## src/rtl/wptr_full_lvl.sv

```systemverilog
// wptr_full_lvl: write-domain pointer and status block for an asynchronous FIFO.
//
// It keeps the binary write counter and the gray write pointer. It converts the
// synchronised gray read pointer back to binary. From those it registers the
// occupancy level, full and almost-full flags. Build with WPTR_FULL_OVF_EN defined
// to add a sticky overflow flag; otherwise wovf is tied to 0.
//
// Parameters:
//   ADDRSIZE     RAM address width; DEPTH = 2**ADDRSIZE (>= 2)
//   AFULL_MARGIN wafull asserts when free slots <= AFULL_MARGIN (0..DEPTH-1)
//
// Ports:
//   wclk      in   write-domain clock (rising edge)
//   wrst      in   asynchronous active-high reset
//   winc      in   write request
//   wq2_rptr  in   gray read pointer, already synchronised into wclk
//   waddr     out  binary RAM write address
//   wptr      out  gray write pointer to the read-side synchroniser
//   wfull     out  FIFO full (registered)
//   wafull    out  almost full (registered)
//   wlevel    out  occupied entries 0..DEPTH (registered)
//   wovf      out  sticky overflow flag (0 when compiled out)
module wptr_full_lvl #(
    parameter int unsigned ADDRSIZE     = 4,
    parameter int unsigned AFULL_MARGIN = 2
) (
    input  logic                wclk,
    input  logic                wrst,
    input  logic                winc,
    input  logic [ADDRSIZE:0]   wq2_rptr,
    output logic [ADDRSIZE-1:0] waddr,
    output logic [ADDRSIZE:0]   wptr,
    output logic                wfull,
    output logic                wafull,
    output logic [ADDRSIZE:0]   wlevel,
    output logic                wovf
);

    localparam int unsigned PW    = ADDRSIZE + 1;
    localparam int unsigned DEPTH = 1 << ADDRSIZE;
    localparam logic [PW-1:0] FULL_LVL  = PW'(DEPTH);
    localparam logic [PW-1:0] AFULL_LVL = PW'(DEPTH - AFULL_MARGIN);

    logic [PW-1:0] wbin_q,   wbin_d;
    logic [PW-1:0] wptr_q,   wptr_d;
    logic [PW-1:0] wlevel_q, wlevel_d;
    logic          wfull_q,  wfull_d;
    logic          wafull_q, wafull_d;
    logic [PW-1:0] rbin;
    logic [PW-1:0] lvlnext;
    logic          accept;

    // Gray-to-binary of the synchronised read pointer: XOR prefix from the MSB down.
    always_comb begin
        rbin         = '0;
        rbin[PW-1]   = wq2_rptr[PW-1];
        for (int i = int'(ADDRSIZE) - 1; i >= 0; i--) begin
            rbin[i] = rbin[i+1] ^ wq2_rptr[i];
        end
    end

    // Next write counter, gray pointer and status. The level is taken after this
    // cycle's write so the registered flags already account for it.
    always_comb begin
        accept   = winc & ~wfull_q;
        wbin_d   = wbin_q + PW'(accept);
        wptr_d   = (wbin_d >> 1) ^ wbin_d;
        lvlnext  = wbin_d - rbin;
        wlevel_d = lvlnext;
        wfull_d  = (lvlnext == FULL_LVL);
        wafull_d = (lvlnext >= AFULL_LVL);
    end

    always_ff @(posedge wclk or posedge wrst) begin
        if (wrst) begin
            wbin_q   <= '0;
            wptr_q   <= '0;
            wlevel_q <= '0;
            wfull_q  <= 1'b0;
            wafull_q <= 1'b0;
        end else begin
            wbin_q   <= wbin_d;
            wptr_q   <= wptr_d;
            wlevel_q <= wlevel_d;
            wfull_q  <= wfull_d;
            wafull_q <= wafull_d;
        end
    end

    assign waddr  = wbin_q[ADDRSIZE-1:0];
    assign wptr   = wptr_q;
    assign wlevel = wlevel_q;
    assign wfull  = wfull_q;
    assign wafull = wafull_q;

`ifdef WPTR_FULL_OVF_EN
    logic wovf_q, wovf_d;

    // Sticky: any write attempted while full latches until reset.
    always_comb begin
        wovf_d = wovf_q | (winc & wfull_q);
    end

    always_ff @(posedge wclk or posedge wrst) begin
        if (wrst) begin
            wovf_q <= 1'b0;
        end else begin
            wovf_q <= wovf_d;
        end
    end

    assign wovf = wovf_q;
`else
    assign wovf = 1'b0;
`endif

endmodule

```

## config.mk

```make
export PLATFORM = sky130hd
export DESIGN_NAME = wptr_full_lvl
export DESIGN_NICKNAME = d
export VERILOG_FILES = /design/src/rtl/wptr_full_lvl.sv
export SDC_FILE = /design/constraint.sdc
export NUM_CORES = 1
export LEC_CHECK = 0
export ABC_AREA = 1
export CAP_MARGIN = 20
export CORE_MARGIN = 2
export CORE_UTILIZATION = 45
export CTS_BUF_LIST = sky130_fd_sc_hd__clkbuf_4 sky130_fd_sc_hd__clkbuf_8 sky130_fd_sc_hd__clkbuf_16
export DETAILED_ROUTE_END_ITERATION = 16
export GPL_ROUTABILITY_DRIVEN = 1
export MAX_ROUTING_LAYER = met4
export PLACE_DENSITY = 0.8
export SYNTH_ARGS = -nofsm -noshare
export SYNTH_HDL_FRONTEND = slang
export SYNTH_SLANG_ARGS = --single-unit
```

## constraint.sdc

```tcl
create_clock -name wclk -period 6.9 [get_ports wclk]
set_clock_uncertainty 0.2 [all_clocks]
set_input_delay 1.38 -clock wclk [delete_from_list [all_inputs] [get_ports wclk]]
set_output_delay 1.38 -clock wclk [all_outputs]
set_load 0.005 [all_outputs]
```

# Word level (Yosys, flattened, before mapping)
# Cells that the tools add are included.
[word_totals] regBits=17 input_bits=8 output_inout_bits=17
[op_classes] addsub=2 magnitude_cmp=1 n_eq_ne=1 bitwise_logic=7
[ops] operator="$add A5 B1 Y5" count=1
[ops] operator="$eq A5 B5 Y1 const B" count=1
[ops] operator="$ge A5 B4 Y1 const B" count=1
[ops] operator="$sub A5 B5 Y5" count=1
[ops] operator="$xor A4 B5 Y5" count=1
[ops] operator="$xor A1 B1 Y1" count=4
[ops] operator="$and A1 B1 Y1" count=1
[ops] operator="$not A1 Y1" count=1

# Longest topological paths before layout
# Gate-level depths: netlist of the first run.
[logic_depth] ltp_word=6 depth_mapped=17 depth_no_buf=17

# Worst setup path before layout of the first run
# No wires, ideal clock.
[synth_timing] path_kind="input to register" startpoint="input port winc" endpoint="register wfull_q, in the netlist wfull" setup_time_ns=0.071 arrival_ns=3.033 required_ns=6.629 setup_slack_ns=3.595 cell_stages=11 n_path_buf=0 path_cell_list="inv_1 nor2_1 ha_1 ha_1 inv_1 fa_1 nor2_1 and2b_2 nand3_1 nand2_1 nor2_1"
[synth_via] elab_chain_len=4
[synth_rtl] element="from (decl)" line="29" rtl="input logic winc,"
[synth_rtl] element="$and A1 B1 Y1" line="65" rtl="accept = winc & ~wfull_q;"
[synth_rtl] element="$add A5 B1 Y5" line="66" rtl="wbin_d = wbin_q + PW'(accept);"
[synth_rtl] element="net wbin_d[1]" line="44" rtl="logic [PW-1:0] wbin_q, wbin_d;"
[synth_rtl] element="$sub A5 B5 Y5" line="68" rtl="lvlnext = wbin_d - rbin;"
[synth_rtl] element="$eq A5 B5 Y1" line="70" rtl="wfull_d = (lvlnext == FULL_LVL);"
[synth_rtl] element="net wfull_d" line="47" rtl="logic wfull_q, wfull_d;"
[synth_rtl] element="to (signal assigned)" line="85" rtl="wfull_q <= wfull_d;"
[synth_rtl] element="to (decl)" line="47"
# The timed path passes the listed nets, and every way through them passes these cells.

# Worst setup path after layout of the first run
[layout_timing] startpoint="input port wq2_rptr[4]" endpoint="register wfull_q, in the netlist wfull"
[layout_via] elab_chain_len=6
[layout_rtl] element="from (decl)" line="30" rtl="input logic [ADDRSIZE:0] wq2_rptr,"
[layout_rtl] element="$xor A1 B1 Y1 (4 in a row)" line="58" rtl="rbin[i] = rbin[i+1] ^ wq2_rptr[i];"
[layout_rtl] element="$sub A5 B5 Y5 (*)" line="68"
[layout_rtl] element="$eq A5 B5 Y1 (*)" line="70"
[layout_rtl] element="net wfull_d" line="47"
# The timed path passes the listed nets; every way through them passes the cells marked *.

==> results of run 1 <==
cell type report:
cell class	count	area, um2
Fill cell	156	629
Inverter	16	60.1
Timing Repair Buffer	23	230
Clock buffer	3	22.5
Tap cell	25	31.3
Sequential cell	16	400
Multi-Input combinational cell	58	372
power by group:
group | internal, mW | switching, mW
registers | 0.146 | 0.0222
clock network | 0.0203 | 0.0278
logic | 0.174 | 0.167
cell usage in the layout, fill, tap and decap left out, types with 2 or more instances in the layout:
cell type / n
clkdlybuf4s50_1: 23
nand2_1: 17
inv_1: 16
dfrtp_1: 16
nand3_1: 12
ha_1: 6
xor2_1: 5
nand2_2: 3
nor2_1: 3
clkbuf_4: 3
a21oi_1: 2
nand3b_1: 2
worst reg2reg max path: cells and delay by family (launching register included):
| kind | cells | cell delay [ns] |
|---|---|---|
| buffers and inverters | 1 | 0.08 |
| adder cells (fa/ha/maj) | 3 | 0.76 |
| AO/OA/AOI/OAI | 1 | 0.23 |
| AND/OR/NAND/NOR | 6 | 0.46 |
| XOR/XNOR | 1 | 0.40 |
| flip-flops | 1 | 0.38 |
routing by layer:
layer	share of wire	vias up	routed length (um)	global-route usage
li1	-	335	-	-
met1	0.39	300	592	0.164
met2	0.54	22	823	0.285
met3	0.049	2	74	0.0231
met4	0.018	0	27	0.106
met5	0	-	0	-
worst paths after layout:
| check | to | start |
|---|---|---|
| max | wfull$_DFF_PP0_ | wq2_rptr[4] |
| min | wbin_q[0]$_DFF_PP0_ | wbin_q[0]$_DFF_PP0_ |
| max reg2reg | wafull$_DFF_PP0_ | wfull$_DFF_PP0_ |
| min reg2reg | wbin_q[0]$_DFF_PP0_ | wbin_q[0]$_DFF_PP0_ |
| max in group asynchronous | wptr[0]$_DFF_PP0_ | wrst |
| min in group asynchronous | wlevel[3]$_DFF_PP0_ | wrst |
flip-flops by register name, indices dropped and copies added, names as in the netlist:
signal,cells
wptr,4
wfull,1
wbin_q,5
wafull,1
wlevel,5
kinds of logic after synthesis:
logic type	after synthesis	synth area share
AOI/OAI and AO/OA	3	0.0179
xor gates and xnor gates	7	0.0820
adders and majority gates	7	0.113
buffers and inverters	17	0.0805
DFF	16	0.477
other	1	0.00447
and+or+nand+nor	40	0.225
==> results.toml, run 1 <==
[pwr]
p_leak_nw = 0.570
vdd_drop_max_v = 0.000203
finalPower_uw = 558
power.density_nw_per_um2 = 500

[cts]
cts.sinks = 16
post-cts-setup-buffers = 0
ctsResizeCount = 0
clkLatencyLatePin_ns = 0.29
cts_buffer_depth = 2
clk_pin_slew_worst_paths_ns = 0.08
cts_tree = "yes"
cts-root-buf = "clkbuf_4"
hold_buffers = 0
cts-buffers-inserted = 3
h-tree-depth = 1

[critical_path]
worstSetupPathType = "in -> reg"
crit_arrival_ns = 3.82
reg2reg_depth = 12
rrSetupSlack_ns = 4.33
crit_slowest_cell = "clkdlybuf4s50_1"
cpMostUsedCell = "nand2_1"
crit_required_ns = 6.92
crit_path_start_kind = "input pin"
path_cells = "clkdlybuf4s50_1 > inv_1 > nand2_1 > nand2_1 > nand2_2 > nand2_2 > nand2_1 > nand3_1 > nand2_1 > inv_1 > ha_1 > fa_1 > nor2_1 > and2b_2 > nand3_1 > nand2_1 > nor2_1"
endpoint_kind = "flip-flop"
worst-path-stages = 17
cp.buffers_inverters = 3
critPathMaxStageDelay_ns = 0.54
worstPathMaxFanout = 4
critPathTopFamily = "simple AND/OR/NAND/NOR gates"

[placement]
place.gp.congestion = 0.888
dp.cells = 138
place_ws_ns = 2.81
dpl_cell_area_um2 = 1090
place_hpwl_um = 1270
io_buffers = 23

[finish]
syn_to_final_growth_pct = 32.9
num_antenna_cells = 0
instances_no_fill = 141
final_nets = 133
final_area_um2 = 1120
final_util = 0.639
layout-drive-gt1-share = 0.0690

[timing]
final.setup.tns_ns = 0
timing_hold_violations_final = 0
whs_ns = 0.395
fin_ws_ns = 3.10
worstMarginPinSlew_ns = 0.579
slew_viol_final = 0
slew_headroom = 0.614
final-setup-viol-count = 0
finalCriticalPeriod_ns = 3.80
fin_crit_sh = 0.550
rsz0062_at_grt = "false"
fmaxAchievable_mhz = 263

[detailed_routing]
drc_errors = 0
routed_wl_um = 1520
drtAntennaViolNets = 0
via_count = 659
drtIter0Drc = 14
drt-vias-per-instance = 4.67
post_drt_wl_per_cell_um = 10.8
first_pass_iters = 4

[logic_synthesis]
synthesis.nets = 106
synth_common_cells = "17 x nand2_1, 16 x dfrtp_1, 16 x inv_1"
ys_seq_elements = 16
synth_flop_cell = "dfrtp_1"
synth_cells = 91
synth-edff-count = 0
seq_area_frac_synth = 0.477
synth_top_area_share = 0.477
avgSynthCellArea_um2 = 9.23
ys_warn_count = 0
synth-async-reset-ratio = 1.00
synth_cell_types = 19
mappedNetlistArea_um2 = 840
yosys-top-cells-area = "dfrtp_1 48%, ha_1 8.9%, nand2_1 7.6%"
yosysMostFrequentCell = "nand2_1"
yosysTopAreaCell = "dfrtp_1"

[grt]
grt_overflow = 0
grt_pass1_wl_um = 2340
grt_max_degree = 17
grt_usage = 0.162
antenna_found_initial = 0
grt_pass1_vias = 602

[die]
die_w_um = 47.2
fp.dieArea_um2 = 2230
coreArea_um2 = 1750
ios = 25
dieHeight_um = 47.2
num_rows = 15
initial_utilization = 0.481

[worst_hold_path]
holdPathStages = 1
min_path_type = "reg -> reg"

[job]
maxCapViolCount = 0

[outcome]
outcome = "completed"
No activity file was read; power rests on OpenSTA's default activity.
==> run 2, diff against run 1 <==
- CORE_UTILIZATION: 45 -> 41
- PLACE_DENSITY: 0.8 -> 0.77
- clock period: 6.9 -> 3.2 ns (I/O delays scaled with it)
==> results.toml, run 2 (synthesis results as in run 1) <==
[die]
coreArea_um2 = 1940
fp.dieArea_um2 = 2430
num_rows = 16
ios = 25
initial_utilization = 0.432
dieHeight_um = 49.3
die_w_um = 49.3

[cts]
hold_buffers = 0
cts_tree = "yes"
cts-root-buf = "clkbuf_4"
cts-buffers-inserted = 3
cts.sinks = 16
h-tree-depth = 1
ctsResizeCount = 0
clk_pin_slew_worst_paths_ns = 0.09
cts_buffer_depth = 2
clkLatencyLatePin_ns = 0.28
post-cts-setup-buffers = 0

[placement]
place_ws_ns = -0.0337
dpl_cell_area_um2 = 1160
io_buffers = 23
place_hpwl_um = 1290
place.gp.congestion = 0.857
dp.cells = 148

[timing]
final-setup-viol-count = 0
rsz0062_at_grt = "false"
fmaxAchievable_mhz = 338
timing_hold_violations_final = 0
slew_headroom = 0.625
fin_ws_ns = 0.242
finalCriticalPeriod_ns = 2.96
slew_viol_final = 0
whs_ns = 0.370
fin_crit_sh = 0.924
worstMarginPinSlew_ns = 0.562

[critical_path]
rrSetupSlack_ns = 0.86
crit_path_start_kind = "input pin"
rr_endpoint = "wafull$_DFF_PP0_"
r2r_start = "wfull$_DFF_PP0_"
endpoint_kind = "flip-flop"
crit_arrival_ns = 2.97
crit_required_ns = 3.21
setup.worst_path.end = "wfull$_DFF_PP0_"
worstPathMaxFanout = 3
worstSetupPathType = "in -> reg"
cp-startpoint = "wq2_rptr[4]"
reg2reg_depth = 11

[detailed_routing]
drc_errors = 0
routed_wl_um = 1560
drtAntennaViolNets = 0
first_pass_iters = 2
via_count = 717
post_drt_wl_per_cell_um = 10.2
drt-vias-per-instance = 4.72
drtIter0Drc = 5

[worst_hold_path]
holdPathStages = 1
min_path_type = "reg -> reg"

[pwr]
pwr-share-clk = 0.102
finalPower_mw = 1.27
power_switching_uw = 477
sequentialPowerShare = 0.288
switching_share = 0.374
p_int_uw = 797
power.density_nw_per_um2 = 1070
pwr-share-comb = 0.610
vdd_drop_max_v = 0.000471
p_leak_nw = 0.615

[finish]
regArea_um2 = 400
final_common_cell = "clkdlybuf4s50_1"
layout-drive-gt1-share = 0.136
num_antenna_cells = 0
fill_cells = 175
final_nets = 141
syn_to_final_growth_pct = 42.0
instances_no_fill = 152
final_cell_mix = "23 x clkdlybuf4s50_1, 17 x nand2_1, 16 x inv_1, 16 x dfrtp_1, 12 x nand3_1"
final_area_um2 = 1190
multiInputGateArea_um2 = 372

[outcome]
outcome = "completed"

[grt]
grt_pass1_wl_um = 2840
grt_overflow = 0
antenna_found_initial = 0
grt_pass1_vias = 683
grt_usage = 0.157
grt_max_degree = 17

[job]
maxCapViolCount = 0
## run 2: changes by cell type in the layout (fill, tap and decap cells not counted)
cell and change:
clkbuf_8 +1, buf_4 +8
## run 2: layout make-up
type	instances	area share
Inverter	16	0.0504
Multi-Input combinational cell	58	0.312
Tap cell	27	0.0283
Timing Repair Buffer	31	0.243
Clock buffer	4	0.0304
Sequential cell	16	0.336
## run 2: how the worst min path moves through the flow
stage,start,endpoint,slack [ns]
finish,wbin_q[0]$_DFF_PP0_,wbin_q[0]$_DFF_PP0_,0.37
global route,wbin_q[0]$_DFF_PP0_,wbin_q[0]$_DFF_PP0_,0.40
floorplan,wrst,wafull$_DFF_PP0_,0.35
detailed placement,wbin_q[0]$_DFF_PP0_,wbin_q[0]$_DFF_PP0_,0.36
global placement,wbin_q[0]$_DFF_PP0_,wbin_q[0]$_DFF_PP0_,0.35
CTS,wbin_q[0]$_DFF_PP0_,wbin_q[0]$_DFF_PP0_,0.38
## run 2: power by group through the flow
stage	logic, mW	clock network, mW	registers [mW]
after floorplan	0.416	0	0.382
after global placement	0.753	0	0.367
after detailed placement	0.773	0	0.371
after CTS	0.785	0.133	0.367
after global routing	0.869	0.145	0.378
final	0.777	0.130	0.366
## run 2: worst max-delay path, stage by stage
cell,delay [ns]
clkdlybuf4s50_1,0.50
inv_1,0.06
nand2_1,0.08
nand2_1,0.08
nand2_2,0.09
nand2_2,0.07
nand2_1,0.08
nand3_1,0.07
nand2_1,0.06
inv_1,0.04
ha_1,0.19
fa_1,0.41
nor2_1,0.11
and2b_2,0.22
nand3_1,0.08
nand2_1,0.09
nor2_1,0.11
## run 2: metrics by stage
stage	utilization	TNS, ns
2_1_floorplan	-	0
3_3_place_gp	0.595	0
3_5_place_dp	0.595	-0.0389
4_1_cts	0.614	0
5_1_grt	0.614	0
6_report	0.614	0
## run 2: metal layers
layer	wire, um	vias to the layer above	track usage	part of all wire
met4	53	0	0.100	0.034
met3	55	5	0.0153	0.035
met5	0	-	-	0
met2	812	18	0.279	0.52
met1	635	340	0.165	0.41
li1	-	354	-	-
